### config.mk
export PLATFORM = sky130hd
export DESIGN_NAME = button_scan_debouncer
export DESIGN_NICKNAME = d
export VERILOG_FILES = /design/src/rtl/button_scan_debouncer_pkg.sv /design/src/rtl/button_scan_debouncer_btn_sync.sv /design/src/rtl/button_scan_debouncer.sv
export SDC_FILE = /design/constraint.sdc
export NUM_CORES = 1
export LEC_CHECK = 0
export ABC_CLOCK_PERIOD_IN_PS = 2400
export BUFFER_PORTS_ARGS = -buffer_cell sky130_fd_sc_hd__buf_2
export CORE_MARGIN = 5
export CORE_UTILIZATION = 38
export DETAILED_ROUTE_END_ITERATION = 12
export PLACE_DENSITY = 0.54
export SLEW_MARGIN = 40
export SYNTH_ARGS = -nofsm -noshare
export SYNTH_HDL_FRONTEND = slang
export SYNTH_SLANG_ARGS = --single-unit
export TNS_END_PERCENT = 20
### constraint.sdc
create_clock -name clk -period 2.4 [get_ports clk]
set_input_delay 0.12 -clock clk [delete_from_list [all_inputs] [get_ports clk]]
set_output_delay 0.12 -clock clk [all_outputs]
set_load 0.05 [all_outputs]
### src/rtl/button_scan_debouncer_pkg.sv
// Shared definitions for the button debounce scheduler: FSM encoding,
// default settle width and the round-robin wrap helper.
package button_scan_debouncer_pkg;

    // 2'd3 is unused and steers back to SCAN
    typedef enum logic [1:0] {
        SCAN   = 2'd0,
        SETTLE = 2'd1,
        COMMIT = 2'd2
    } state_t;

    // 2^19-1 cycles is roughly 10 ms at 50 MHz
    localparam int SETTLE_W_DEFAULT = 19;

    function automatic int wrap_inc(input int i, input int n);
        return (i + 1 >= n) ? 0 : i + 1;
    endfunction

endpackage

### src/rtl/button_scan_debouncer_btn_sync.sv
// Two-flop synchronizer, one chain per raw button input.
module btn_sync #(
    parameter int NUM_BTN = 4
) (
    input  logic               clk,
    input  logic               reset_n,
    input  logic [NUM_BTN-1:0] raw,
    output logic [NUM_BTN-1:0] sync
);

    logic [NUM_BTN-1:0] meta;

    always_ff @(posedge clk or negedge reset_n) begin
        if (!reset_n) begin
            meta <= '0;
            sync <= '0;
        end else begin
            meta <= raw;
            sync <= meta;
        end
    end

endmodule

### src/rtl/button_scan_debouncer.sv
// Debounces all game buttons with a single settle timer that is handed
// round-robin to whichever button currently disagrees with its stable level.
module button_scan_debouncer
    import button_scan_debouncer_pkg::*;
#(
    parameter int NUM_BTN  = 4,
    parameter int SETTLE_W = SETTLE_W_DEFAULT,
    parameter int IDX_W    = $clog2(NUM_BTN)
) (
    input  logic               clk,
    input  logic               reset_n,
    input  logic [NUM_BTN-1:0] raw,
    output logic [NUM_BTN-1:0] q,
    output logic [NUM_BTN-1:0] rise,
    output logic [NUM_BTN-1:0] fall,
    output logic               busy,
    output logic [IDX_W-1:0]   active_idx
);

    state_t              state;
    logic [IDX_W-1:0]    ptr;
    logic [SETTLE_W-1:0] timer;
    logic [NUM_BTN-1:0]  sync;
    logic [NUM_BTN-1:0]  pending;
    logic                found;
    logic [IDX_W-1:0]    pick;
    logic [IDX_W-1:0]    cand;
    logic [IDX_W-1:0]    next_ptr;

    btn_sync #(.NUM_BTN(NUM_BTN)) u_sync (
        .clk     (clk),
        .reset_n (reset_n),
        .raw     (raw),
        .sync    (sync)
    );

    assign pending  = sync ^ q;
    assign next_ptr = IDX_W'(wrap_inc(int'(active_idx), NUM_BTN));

    // First pending button at or after ptr, wrapping past the top index
    always_comb begin
        found = 1'b0;
        pick  = '0;
        cand  = '0;
        for (int k = 0; k < NUM_BTN; k++) begin
            cand = IDX_W'((int'(ptr) + k) % NUM_BTN);
            if (!found && pending[cand]) begin
                found = 1'b1;
                pick  = cand;
            end
        end
    end

    always_ff @(posedge clk or negedge reset_n) begin
        if (!reset_n) begin
            state      <= SCAN;
            ptr        <= '0;
            timer      <= '0;
            active_idx <= '0;
            busy       <= 1'b0;
            q          <= '0;
            rise       <= '0;
            fall       <= '0;
        end else begin
            rise <= '0;
            fall <= '0;
            case (state)
                SCAN: begin
                    if (found) begin
                        active_idx <= pick;
                        timer      <= '1;
                        busy       <= 1'b1;
                        state      <= SETTLE;
                    end
                end
                SETTLE: begin
                    if (pending[active_idx]) begin
                        timer <= timer - SETTLE_W'(1);
                        if (timer == SETTLE_W'(1))
                            state <= COMMIT;
                    end else begin
                        // Bounced back before the window closed: drop it
                        ptr   <= next_ptr;
                        busy  <= 1'b0;
                        state <= SCAN;
                    end
                end
                COMMIT: begin
                    q[active_idx] <= ~q[active_idx];
                    if (q[active_idx])
                        fall[active_idx] <= 1'b1;
                    else
                        rise[active_idx] <= 1'b1;
                    ptr   <= next_ptr;
                    busy  <= 1'b0;
                    state <= SCAN;
                end
                default: begin
                    busy  <= 1'b0;
                    state <= SCAN;
                end
            endcase
        end
    end

endmodule

==> results.py, run 1 <==
metrics = {
    "outcome": {
        "outcome": "complete, no violations",
    },
    "global_routing": {
        "total_grt_overflow": 0,
        "globalRouteMet3Util_pct": 3.45,
        "global_route_wire_length_before_repair_um": 8770,
        "first_global_vias": 1683,
        "grt_util_all_layers_pct": 14.5,
        "grt_antenna_before_repair": 0,
        "grt_util_met1_pct": 21.8,
        "grtUsageMet2_pct": 19.9,
        "grt_start_max_net_pins": 25,
        "global_route.peak_usage_layer": "met1",
    },
    "final_layout": {
        "n_antenna_cell": 0,
        "final_design_area_no_fill_sq_um": 2740,
        "area_added_between_synthesis_and_finish_pct": 16.1,
        "post_layout_nonfiller_instances": 328,
        "filler_cell_count": 562,
        "total_number_of_nets_in_the_final_design": 264,
        "regArea_sq_um": 1150,
        "share_of_final_layout_standard_cells_stronger_than_drive_strength_1_pct": 17.0,
        "multi_input_comb_area_sq_um": 1150,
        "final_util_pct": 45.7,
    },
    "synthesis": {
        "count_of_distinct_cell_types_in_the_synthesized_netlist": 48,
        "synth-seq-area-share_pct": 48.9,
        "post_synth_instance_area_sq_um": 2360,
        "synth_edf_count": 0,
        "synth_async_sr_flop_share_pct": 100,
        "synth_cells": 218,
        "yosys_warn_count": 0,
        "ys.flop_type": "dfrtp_1",
        "average_cell_area_after_synthesis_sq_um": 10.8,
        "postSynthNetCount": 230,
        "synth.ff_latch_count": 46,
    },
    "detailed_routing": {
        "detailroute.via_count": 1766,
        "drc": 0,
        "wl_per_cell_um": 15.3,
        "drt-initial-drc-count": 113,
        "postRouteAntennaNets": 0,
        "detail_route.vias_per_cell": 5.38,
        "detailed_route_wire_length_um": 5010,
        "firstDrtPassIters": 4,
    },
    "timing": {
        "grt_setup_unrepaired": "no",
        "timing.final.setup_violations": 0,
        "achievable-frequency_mhz": 472,
        "finalCriticalPeriod_ns": 2.12,
        "period_share_pct": 88.3,
        "hold_viol": 0,
        "timing.setup.tns_ns": 0,
        "maxSlewHeadroom_pct": 60.4,
        "worst_clock_skew_ns": 0.0145,
        "worstMarginPinSlew_ns": 0.592,
        "maxSlewViolCount": 0,
    },
    "power": {
        "ir_drop_uv": 410,
        "leakage_nw": 1.16,
        "power.density_cell_area_nw_per_um2": 875,
        "total_power_mw": 2.39,
    },
    "floorplanning": {
        "start_util_pct": 39.3,
        "die_w_um": 88.7,
        "top_level_ports": 21,
        "coreArea_sq_um": 5990,
        "std_cell_rows": 28,
        "design.die.area_sq_um": 7870,
        "die_height_um": 88.7,
    },
    "critical_path": {
        "cp.arrival_ns": 2.36,
        "cp_data_required_time_ns": 2.64,
        "crit_type": "flop to flop",
        "worstSetupEndpointType": "flop",
        "crit_path_max_fanout": 18,
        "timing.critical_path.from_type": "flop",
    },
    "place": {
        "placer_s_final_routability_congestion_estimate": 0.732,
        "place_inst": 315,
        "place_area_sq_um": 2580,
        "dp.final_hpwl_um": 3480,
        "quantity_of_i_o_buffers_inserted_on_ports": 20,
    },
    "job": {
        "max_cap_viol_count": 0,
    },
    "clock_network": {
        "cts_post_setup_buffers_inserted": 0,
        "htree_num_levels": 2,
        "worst_skew_pair.late_latency_ns": 0.31,
        "numCtsBuffers": 5,
        "cts-resized-gates": 0,
        "clock_tree.root_cell": "clkbuf_8",
        "path_clk_slew_ns": 0.09,
        "tritoncts_clock_tree": "yes",
        "cts.sinks": 46,
        "clockBufferDepth": 2,
    },
    "worst_hold_path": {
        "hp-class": "input pin to asynchronous set/reset pin",
    },
}
## final timing paths
| check | start | to | slack [ns] | depth (start not counted) |
|---|---|---|---|---|
| setup / recovery | active_idx[0]$_DFFE_PN0P_ | timer[12]$_DFFE_PN0P_ | 0.28 | 4 |
| hold / removal | reset_n | fall[2]$_DFF_PN0_ | 0.32 | 2 |
| setup reg to reg | active_idx[0]$_DFFE_PN0P_ | timer[12]$_DFFE_PN0P_ | 0.28 | 4 |
| hold reg to reg | u_sync.meta[1]$_DFF_PN0_ | u_sync.sync[1]$_DFF_PN0_ | 0.35 | 0 |
| max in group asynchronous | reset_n | active_idx[1]$_DFFE_PN0P_ | 1.38 | 3 |
| min in group clk | u_sync.meta[1]$_DFF_PN0_ | u_sync.sync[1]$_DFF_PN0_ | 0.35 | 0 |
## cell type report
| type | instances | area share (%) |
|---|---|---|
| Clock inverter | 3 | 1.46 |
| Timing Repair Buffer | 34 | 7.96 |
| Clock buffer | 5 | 2.51 |
| Inverter | 5 | 0.686 |
| Tap cell | 75 | 3.43 |
| Sequential cell | 46 | 42.1 |
| Multi-Input combinational cell | 160 | 41.9 |
## critical path, cell delays in order (launching register included)
cell     delay [ns]
dfrtp_1        0.44
inv_1          0.20
mux4_2         0.75
or4_1          0.56
nand3_1        0.10
## through the flow
step           setup WS, ns  hold WS, ns
2_1_floorplan         0.252       -0.176
4_1_cts               0.277        0.330
5_1_grt               0.102        0.361
3_3_place_gp          0.325        0.136
6_report              0.282        0.315
3_5_place_dp          0.297        0.134
## report_power, final
group / switching, mW / internal, mW / total, mW
logic: 0.539 / 0.312 / 0.851
clock network: 0.267 / 0.307 / 0.574
registers: 0.116 / 0.854 / 0.970
## flip-flops by register name (all words and copies together), names as in the netlist
register / cells
active_idx: 2
busy: 1
fall: 4
ptr: 2
q: 4
rise: 4
state: 2
timer: 19
u_sync.meta: 4
u_sync.sync: 4
## cells in the final DEF (no fill, tap or decap), drive strengths merged, types with 3 or more instances in the layout
cell / netlist / layout
o21ai: 5 / 5
or4: 4 / 4
nor3: 8 / 8
a211oi: 3 / 3
ha: 6 / 6
inv: 5 / 5
or3: 3 / 3
xor2: 4 / 4
mux4: 3 / 3
nor2: 24 / 24
nor2b: 3 / 3
nand3: 8 / 8
buf: 3 / 29
nand2: 7 / 7
clkbuf: 4 / 5
mux2i: 14 / 14
and3: 9 / 9
dfrtp: 46 / 46
dlygate4sd3: 0 / 5
a21oi: 7 / 7
nand4: 3 / 3
nand3b: 3 / 3
and2: 9 / 9
xnor2: 4 / 4
nor4: 9 / 9
## cell families (layout without fill, tap and decap cells)
group	after synthesis	in the layout	synth area share, %
simple gates	96	96	23.7
flops	46	46	48.9
compound gates	33	33	9.77
mux	17	17	8.97
buf+inv	12	47	2.50
xor+xnor	8	8	2.97
fa+ha+maj	6	6	3.19
## cell usage after synthesis (all sizes together) (4+ instances only)
cell type | number | share of area [%]
nor4 | 9 | 3.7
and2 | 9 | 2.4
nor2 | 24 | 3.8
xnor2 | 4 | 1.5
a21oi | 7 | 1.5
ha | 6 | 3.2
nand3 | 8 | 1.7
o21ai | 5 | 1.1
and3 | 9 | 2.4
nor3 | 8 | 1.7
nand2 | 7 | 1.1
xor2 | 4 | 1.5
mux2i | 14 | 5.9
clkbuf | 4 | 0.69
inv | 5 | 0.80
dfrtp | 46 | 49
or4 | 4 | 1.3
## metal layers
metal | up-vias | routed length (um)
met3 | 8 | 226
li1 | 880 | -
met5 | - | 0
met2 | 37 | 2080
met4 | 0 | 82
met1 | 841 | 2630
## repair_timing
| item | 4_1_cts | 5_1_grt |
|---|---|---|
| endpoints found under the hold margin | 27 | 0 |
| endpoints found under the setup margin | 0 | 0 |
| hold buffers | 5 | 0 |
Power figures use the tool's default switching activity.
==> run 2: changes to the inputs <==
--- a/config.mk
+++ b/config.mk
@@ -7,10 +7,12 @@
 export LEC_CHECK = 0
 export ABC_CLOCK_PERIOD_IN_PS = 2400
 export BUFFER_PORTS_ARGS = -buffer_cell sky130_fd_sc_hd__buf_2
+export CELL_PAD_IN_SITES_DETAIL_PLACEMENT = 2
+export CELL_PAD_IN_SITES_GLOBAL_PLACEMENT = 2
 export CORE_MARGIN = 5
 export CORE_UTILIZATION = 38
 export DETAILED_ROUTE_END_ITERATION = 12
-export PLACE_DENSITY = 0.54
+export PLACE_DENSITY = 0.76
 export SLEW_MARGIN = 40
 export SYNTH_ARGS = -nofsm -noshare
 export SYNTH_HDL_FRONTEND = slang
==> run 2 against run 1 <==
Against the previous run:
- register-to-register slack got worse by 0.08 ns
- maximum frequency fell by 3.5%
- global-route usage rose by 4.1 points
- cell count rose by 0.91%
- critical endpoint is now timer[15]$_DFFE_PN0P_
- highest routed layer unchanged
==> results.py, run 2 (synthesis results as in run 1) <==
metrics = {
    "power": {
        "ir_drop_uv": 387,
        "share_of_total_power_in_the_clock_network_pct": 24.6,
        "power.density_cell_area_nw_per_um2": 898,
        "share_seq_of_total_power_pct": 39.5,
        "combinational_cell_fraction_of_total_power_pct": 35.9,
        "netSwitchingPower_uw": 999,
        "p_int_mw": 1.48,
        "leakage_nw": 1.18,
        "power_switching_share_pct": 40.3,
    },
    "clock_network": {
        "hold_buffers": 5,
        "cts_post_setup_buffers_inserted": 0,
        "htree_num_levels": 2,
        "tritoncts_clock_tree": "yes",
        "cts.sinks": 46,
        "numCtsBuffers": 5,
        "clockBufferDepth": 2,
        "path_clk_slew_ns": 0.10,
        "cts-resized-gates": 0,
        "worst_skew_pair.late_latency_ns": 0.32,
        "clock_tree.root_cell": "clkbuf_8",
    },
    "timing": {
        "fin_worst_hold_slack_ns": 0.345,
        "maxSlewViolCount": 0,
        "worstMarginPinSlew_ns": 0.624,
        "finalCriticalPeriod_ns": 2.19,
        "hold_viol": 0,
        "timing.final.setup_violations": 0,
        "timing.setup.tns_ns": 0,
        "grt_setup_unrepaired": "no",
        "achievable-frequency_mhz": 456,
        "worst_clock_skew_ns": 0.0158,
        "period_share_pct": 91.4,
        "maxSlewHeadroom_pct": 58.4,
    },
    "final_layout": {
        "final_common_cell": "dfrtp_1",
        "layout.cells.most_common_list": "46 x dfrtp_1, 24 x nor2_1, 20 x buf_2",
        "share_of_final_layout_standard_cells_stronger_than_drive_strength_1_pct": 18.0,
        "registers.top_by_ff_count": "timer",
        "largest_register_ffs": 19,
        "filler_cell_count": 629,
        "n_antenna_cell": 0,
        "total_number_of_nets_in_the_final_design": 267,
        "area_added_between_synthesis_and_finish_pct": 17.3,
    },
    "detailed_routing": {
        "postRouteAntennaNets": 0,
        "firstDrtPassIters": 4,
        "wl_per_cell_um": 19.2,
        "detailroute.via_count": 1902,
        "drt-initial-drc-count": 78,
        "drc": 0,
        "detail_route.vias_per_cell": 5.75,
        "detailed_route_wire_length_um": 6370,
    },
    "critical_path": {
        "worstSetupEndpointType": "flop",
        "timing.reg2reg.worst_path_depth": 4,
        "slowest_stage": "mux4_2",
        "timing.critical_path.from_type": "flop",
        "crit_type": "flop to flop",
        "critical_path_cell_list": "xnor2_1 > mux4_2 > nor4_1 > mux2i_1",
        "cp.arrival_ns": 2.42,
        "r2r_endpoint": "timer[15]$_DFFE_PN0P_",
        "crit_path_max_fanout": 18,
        "cp_data_required_time_ns": 2.63,
        "worstReg2RegStart": "q[1]$_DFFE_PN0P_",
        "worst-r2r-setup-slack_ns": 0.21,
        "critPathMaxStageDelay_ns": 0.73,
    },
    "floorplanning": {
        "top_level_ports": 21,
        "coreArea_sq_um": 5990,
        "die_w_um": 88.7,
        "design.die.area_sq_um": 7870,
        "die_height_um": 88.7,
        "start_util_pct": 39.3,
        "std_cell_rows": 28,
    },
    "worst_hold_path": {
        "hp-class": "input pin to asynchronous set/reset pin",
    },
    "global_routing": {
        "first_global_vias": 2115,
        "total_grt_overflow": 0,
        "globalRouteMet3Util_pct": 2.51,
        "grt_antenna_before_repair": 0,
        "grt_util_all_layers_pct": 18.6,
        "grt_start_max_net_pins": 27,
        "grtUsageMet2_pct": 28.3,
        "global_route.peak_usage_layer": "met2",
        "grt_util_met1_pct": 27.1,
        "global_route_wire_length_before_repair_um": 11100,
    },
    "place": {
        "dp.final_hpwl_um": 4560,
        "quantity_of_i_o_buffers_inserted_on_ports": 20,
        "placer_s_final_routability_congestion_estimate": 0.777,
    },
    "job": {
        "max_cap_viol_count": 0,
    },
    "outcome": {
        "outcome": "complete, no violations",
    },
}
==> run 2: cell types whose count changed in the layout (fill, tap and decap cells not counted), sizes merged <==
cell,before,now
inv,5,6
buf,29,32
clkinv,2,1
==> run 2: power by group through the flow <==
| stage | Clock (mW) | Sequential [mW] | Combinational, mW |
|---|---|---|---|
| after floorplan | 0 | 1.03 | 0.572 |
| after global placement | 0 | 0.984 | 0.864 |
| after detailed placement | 0 | 0.997 | 0.888 |
| after CTS | 0.633 | 0.982 | 0.904 |
| after global routing | 0.675 | 0.999 | 0.984 |
| final | 0.610 | 0.981 | 0.890 |
==> run 2: final cells by class <==
| class | instances | area, sq um | share of cell area, % |
|---|---|---|---|
| Inverter | 5 | 18.8 | 0.679 |
| Tap cell | 75 | 93.8 | 3.40 |
| Sequential cell | 46 | 1150 | 41.7 |
| Multi-Input combinational cell | 160 | 1150 | 41.5 |
| Clock inverter | 3 | 43.8 | 1.59 |
| Clock buffer | 5 | 68.8 | 2.49 |
| Timing Repair Buffer | 37 | 240 | 8.70 |
==> run 2: layer usage <==
metal	share of wire [%]	up-vias
met5	0	-
met4	1.4	0
met3	2.1	7
met2	47	19
met1	50	992
li1	-	884
==> run 2: through the flow <==
| stage | instance area, sq um | power, mW | util [%] | setup slack [ns] | cells |
|---|---|---|---|---|---|
| after CTS | 2760 | 2.52 | 46.1 | 0.179 | 331 |
| after detailed placement | 2600 | 1.88 | 43.4 | 0.199 | 318 |
| after floorplan | 2360 | 1.60 | - | 0.252 | 218 |
| after global routing | 2760 | 2.66 | 46.1 | 0.0288 | 331 |
| after global placement | 2600 | 1.85 | 43.4 | 0.315 | 318 |
| final | 2760 | 2.48 | 46.1 | 0.206 | 331 |
==> run 2: worst max path at each step <==
stage | startpoint | end
2_1_floorplan | active_idx[0]$_DFFE_PN0P_ | timer[13]$_DFFE_PN0P_
3_3_place_gp | active_idx[0]$_DFFE_PN0P_ | timer[11]$_DFFE_PN0P_
3_5_place_dp | active_idx[0]$_DFFE_PN0P_ | timer[18]$_DFFE_PN0P_
4_1_cts | active_idx[0]$_DFFE_PN0P_ | timer[18]$_DFFE_PN0P_
5_1_grt | active_idx[0]$_DFFE_PN0P_ | timer[15]$_DFFE_PN0P_
6_report | q[1]$_DFFE_PN0P_ | timer[15]$_DFFE_PN0P_
==> run 2: critical path, delay by kind of cell (launching register included) <==
family / cells / cell delay [ns]
xor+xnor: 1 / 0.24
mux: 2 / 0.96
simple gates: 1 / 0.42
flops: 1 / 0.46
==> run 3: changes to the inputs <==
--- a/config.mk
+++ b/config.mk
@@ -12,7 +12,7 @@
 export CORE_MARGIN = 5
 export CORE_UTILIZATION = 38
 export DETAILED_ROUTE_END_ITERATION = 12
-export PLACE_DENSITY = 0.76
+export PLACE_DENSITY_LB_ADDON = 0.1
 export SLEW_MARGIN = 40
 export SYNTH_ARGS = -nofsm -noshare
 export SYNTH_HDL_FRONTEND = slang
==> run 3 against run 2 <==
Against the previous run:
- sequential share of layout area is 0.71 points higher
- non-clock buffer count is 4 lower
- utilization is 0.77 points lower
- global-route usage is 0.19 points higher
- clock skew is 0.0097 ns lower
- first-iteration DRC count is 55% lower
==> results.py, run 3 (synthesis results as in run 1) <==
metrics = {
    "power": {
        "share_seq_of_total_power_pct": 41.5,
        "power.density_cell_area_nw_per_um2": 867,
        "power_switching_share_pct": 42.2,
        "total_power_mw": 2.36,
        "netSwitchingPower_uw": 994,
        "combinational_cell_fraction_of_total_power_pct": 38.1,
        "leakage_nw": 1.14,
        "p_int_mw": 1.36,
        "ir_drop_uv": 520,
        "share_of_total_power_in_the_clock_network_pct": 20.5,
    },
    "timing": {
        "timing.setup.tns_ns": 0,
        "achievable-frequency_mhz": 457,
        "maxSlewHeadroom_pct": 61.5,
        "worstMarginPinSlew_ns": 0.575,
        "timing.final.setup_violations": 0,
        "maxSlewViolCount": 0,
        "finalCriticalPeriod_ns": 2.19,
        "worst_clock_skew_ns": 0.00608,
        "grt_setup_unrepaired": "no",
        "period_share_pct": 91.2,
        "hold_viol": 0,
    },
    "critical_path": {
        "critical_path_cell_list": "inv_1 > mux4_2 > nor4_1 > mux2i_1",
        "worstSetupEndpointType": "flop",
        "crit_path_max_fanout": 18,
        "slowest_stage": "mux4_2",
        "cp.arrival_ns": 2.42,
        "critPathMaxStageDelay_ns": 0.77,
        "crit_type": "flop to flop",
        "timing.critical_path.from_type": "flop",
        "cp_data_required_time_ns": 2.63,
    },
    "detailed_routing": {
        "drt-initial-drc-count": 35,
        "drc": 0,
        "wirelength_met1_um": 3020,
        "met2_wirelength_um": 3440,
        "met3WireLength_um": 98,
        "firstDrtPassIters": 4,
        "postRouteAntennaNets": 0,
        "detailed_route_wire_length_um": 6670,
        "detail_route.vias_per_cell": 5.76,
        "maxUsedRoutingLayer": "met4",
        "wl_per_cell_um": 20.4,
        "detailroute.via_count": 1884,
    },
    "final_layout": {
        "regArea_sq_um": 1150,
        "final_design_area_no_fill_sq_um": 2720,
        "filler_cell_count": 636,
        "share_of_final_layout_standard_cells_stronger_than_drive_strength_1_pct": 17.1,
        "final_util_pct": 45.3,
        "total_number_of_nets_in_the_final_design": 263,
        "registers.top_by_ff_count": "timer",
        "post_layout_nonfiller_instances": 327,
        "multi_input_comb_area_sq_um": 1150,
        "n_antenna_cell": 0,
        "final_common_cell": "dfrtp_1",
        "area_added_between_synthesis_and_finish_pct": 15.3,
        "layout.cells.most_common_list": "46 x dfrtp_1, 24 x nor2_1, 20 x buf_2",
        "largest_register_ffs": 19,
    },
    "floorplanning": {
        "top_level_ports": 21,
        "coreArea_sq_um": 5990,
        "die_height_um": 88.7,
        "start_util_pct": 39.3,
        "die_w_um": 88.7,
        "std_cell_rows": 28,
        "design.die.area_sq_um": 7870,
    },
    "place": {
        "dp.final_hpwl_um": 4910,
        "placer_s_final_routability_congestion_estimate": 0.856,
        "place_area_sq_um": 2570,
        "quantity_of_i_o_buffers_inserted_on_ports": 20,
        "place_inst": 314,
    },
    "clock_network": {
        "cts.sinks": 46,
        "clockBufferDepth": 2,
        "path_clk_slew_ns": 0.09,
        "numCtsBuffers": 5,
        "tritoncts_clock_tree": "yes",
        "clock_tree.root_cell": "clkbuf_8",
        "worst_skew_pair.late_latency_ns": 0.30,
        "htree_num_levels": 2,
    },
    "global_routing": {
        "grt_antenna_before_repair": 0,
        "grt_start_max_net_pins": 26,
        "first_global_vias": 2153,
        "grt_util_all_layers_pct": 18.8,
        "total_grt_overflow": 0,
        "global_route_wire_length_before_repair_um": 11200,
    },
    "outcome": {
        "outcome": "complete, no violations",
    },
    "worst_hold_path": {
        "hp-class": "input pin to asynchronous set/reset pin",
    },
    "job": {
        "max_cap_viol_count": 0,
    },
}
run 3: cell type report:
| type | count | area share [%] |
|---|---|---|
| multi-input combinational | 160 | 42.4 |
| sequential | 46 | 42.4 |
| timing repair buffer | 33 | 7.74 |
| tap | 75 | 3.45 |
| clock buffer | 5 | 2.53 |
| clock inverter | 3 | 0.783 |
| inverter | 5 | 0.691 |
run 3: path summary, 6_finish.rpt:
path	to	slack, ns	startpoint	cells after the start
worst max-delay path	timer[18]$_DFFE_PN0P_	0.21	active_idx[0]$_DFFE_PN0P_	4
worst min-delay path	fall[0]$_DFF_PN0_	0.31	reset_n	2
worst max register to register	timer[18]$_DFFE_PN0P_	0.21	active_idx[0]$_DFFE_PN0P_	4
worst min register to register	u_sync.sync[2]$_DFF_PN0_	0.36	u_sync.meta[2]$_DFF_PN0_	0
max in group asynchronous	timer[3]$_DFFE_PN0P_	1.35	reset_n	3
min in group clk	u_sync.sync[2]$_DFF_PN0_	0.36	u_sync.meta[2]$_DFF_PN0_	0
run 3: worst max-delay path: cells and delay by family (launching register included):
| kind | cells | cell delay (ns) |
|---|---|---|
| multiplexers | 2 | 0.99 |
| AND/OR/NAND/NOR | 1 | 0.46 |
| flip-flops | 1 | 0.45 |
| buffers and inverters | 1 | 0.22 |
run 3: metal layers:
metal  global-route usage (%)  vias to the layer above
li1                         -                      876
met1                     23.8                      977
met2                     33.3                       19
met3                     2.79                       12
met4                     4.95                        0
met5                        0                        -
run 3: power groups by stage:
stage          logic (mW)  registers [mW]  clock network, mW
2_1_floorplan       0.572            1.03                  0
3_3_place_gp        0.834           0.978                  0
6_report            0.897           0.977              0.482
4_1_cts             0.912           0.978              0.502
3_5_place_dp        0.894           0.996                  0
5_1_grt             0.991           0.992              0.531
run 3: per-stage QoR:
stage | hold slack, ns | setup slack, ns
floorplan | -0.176 | 0.252
global placement | 0.0884 | 0.325
detailed placement | 0.109 | 0.187
CTS | 0.324 | 0.145
global route | 0.354 | 0.0415
finish | 0.308 | 0.211
run 3: what timing repair did:
action                                  CTS  global route
hold buffers                              5             0
buffers inserted                          0             0
resized for setup                         0             1
endpoints found under the hold margin    25             0
endpoints found under the setup margin    0             1
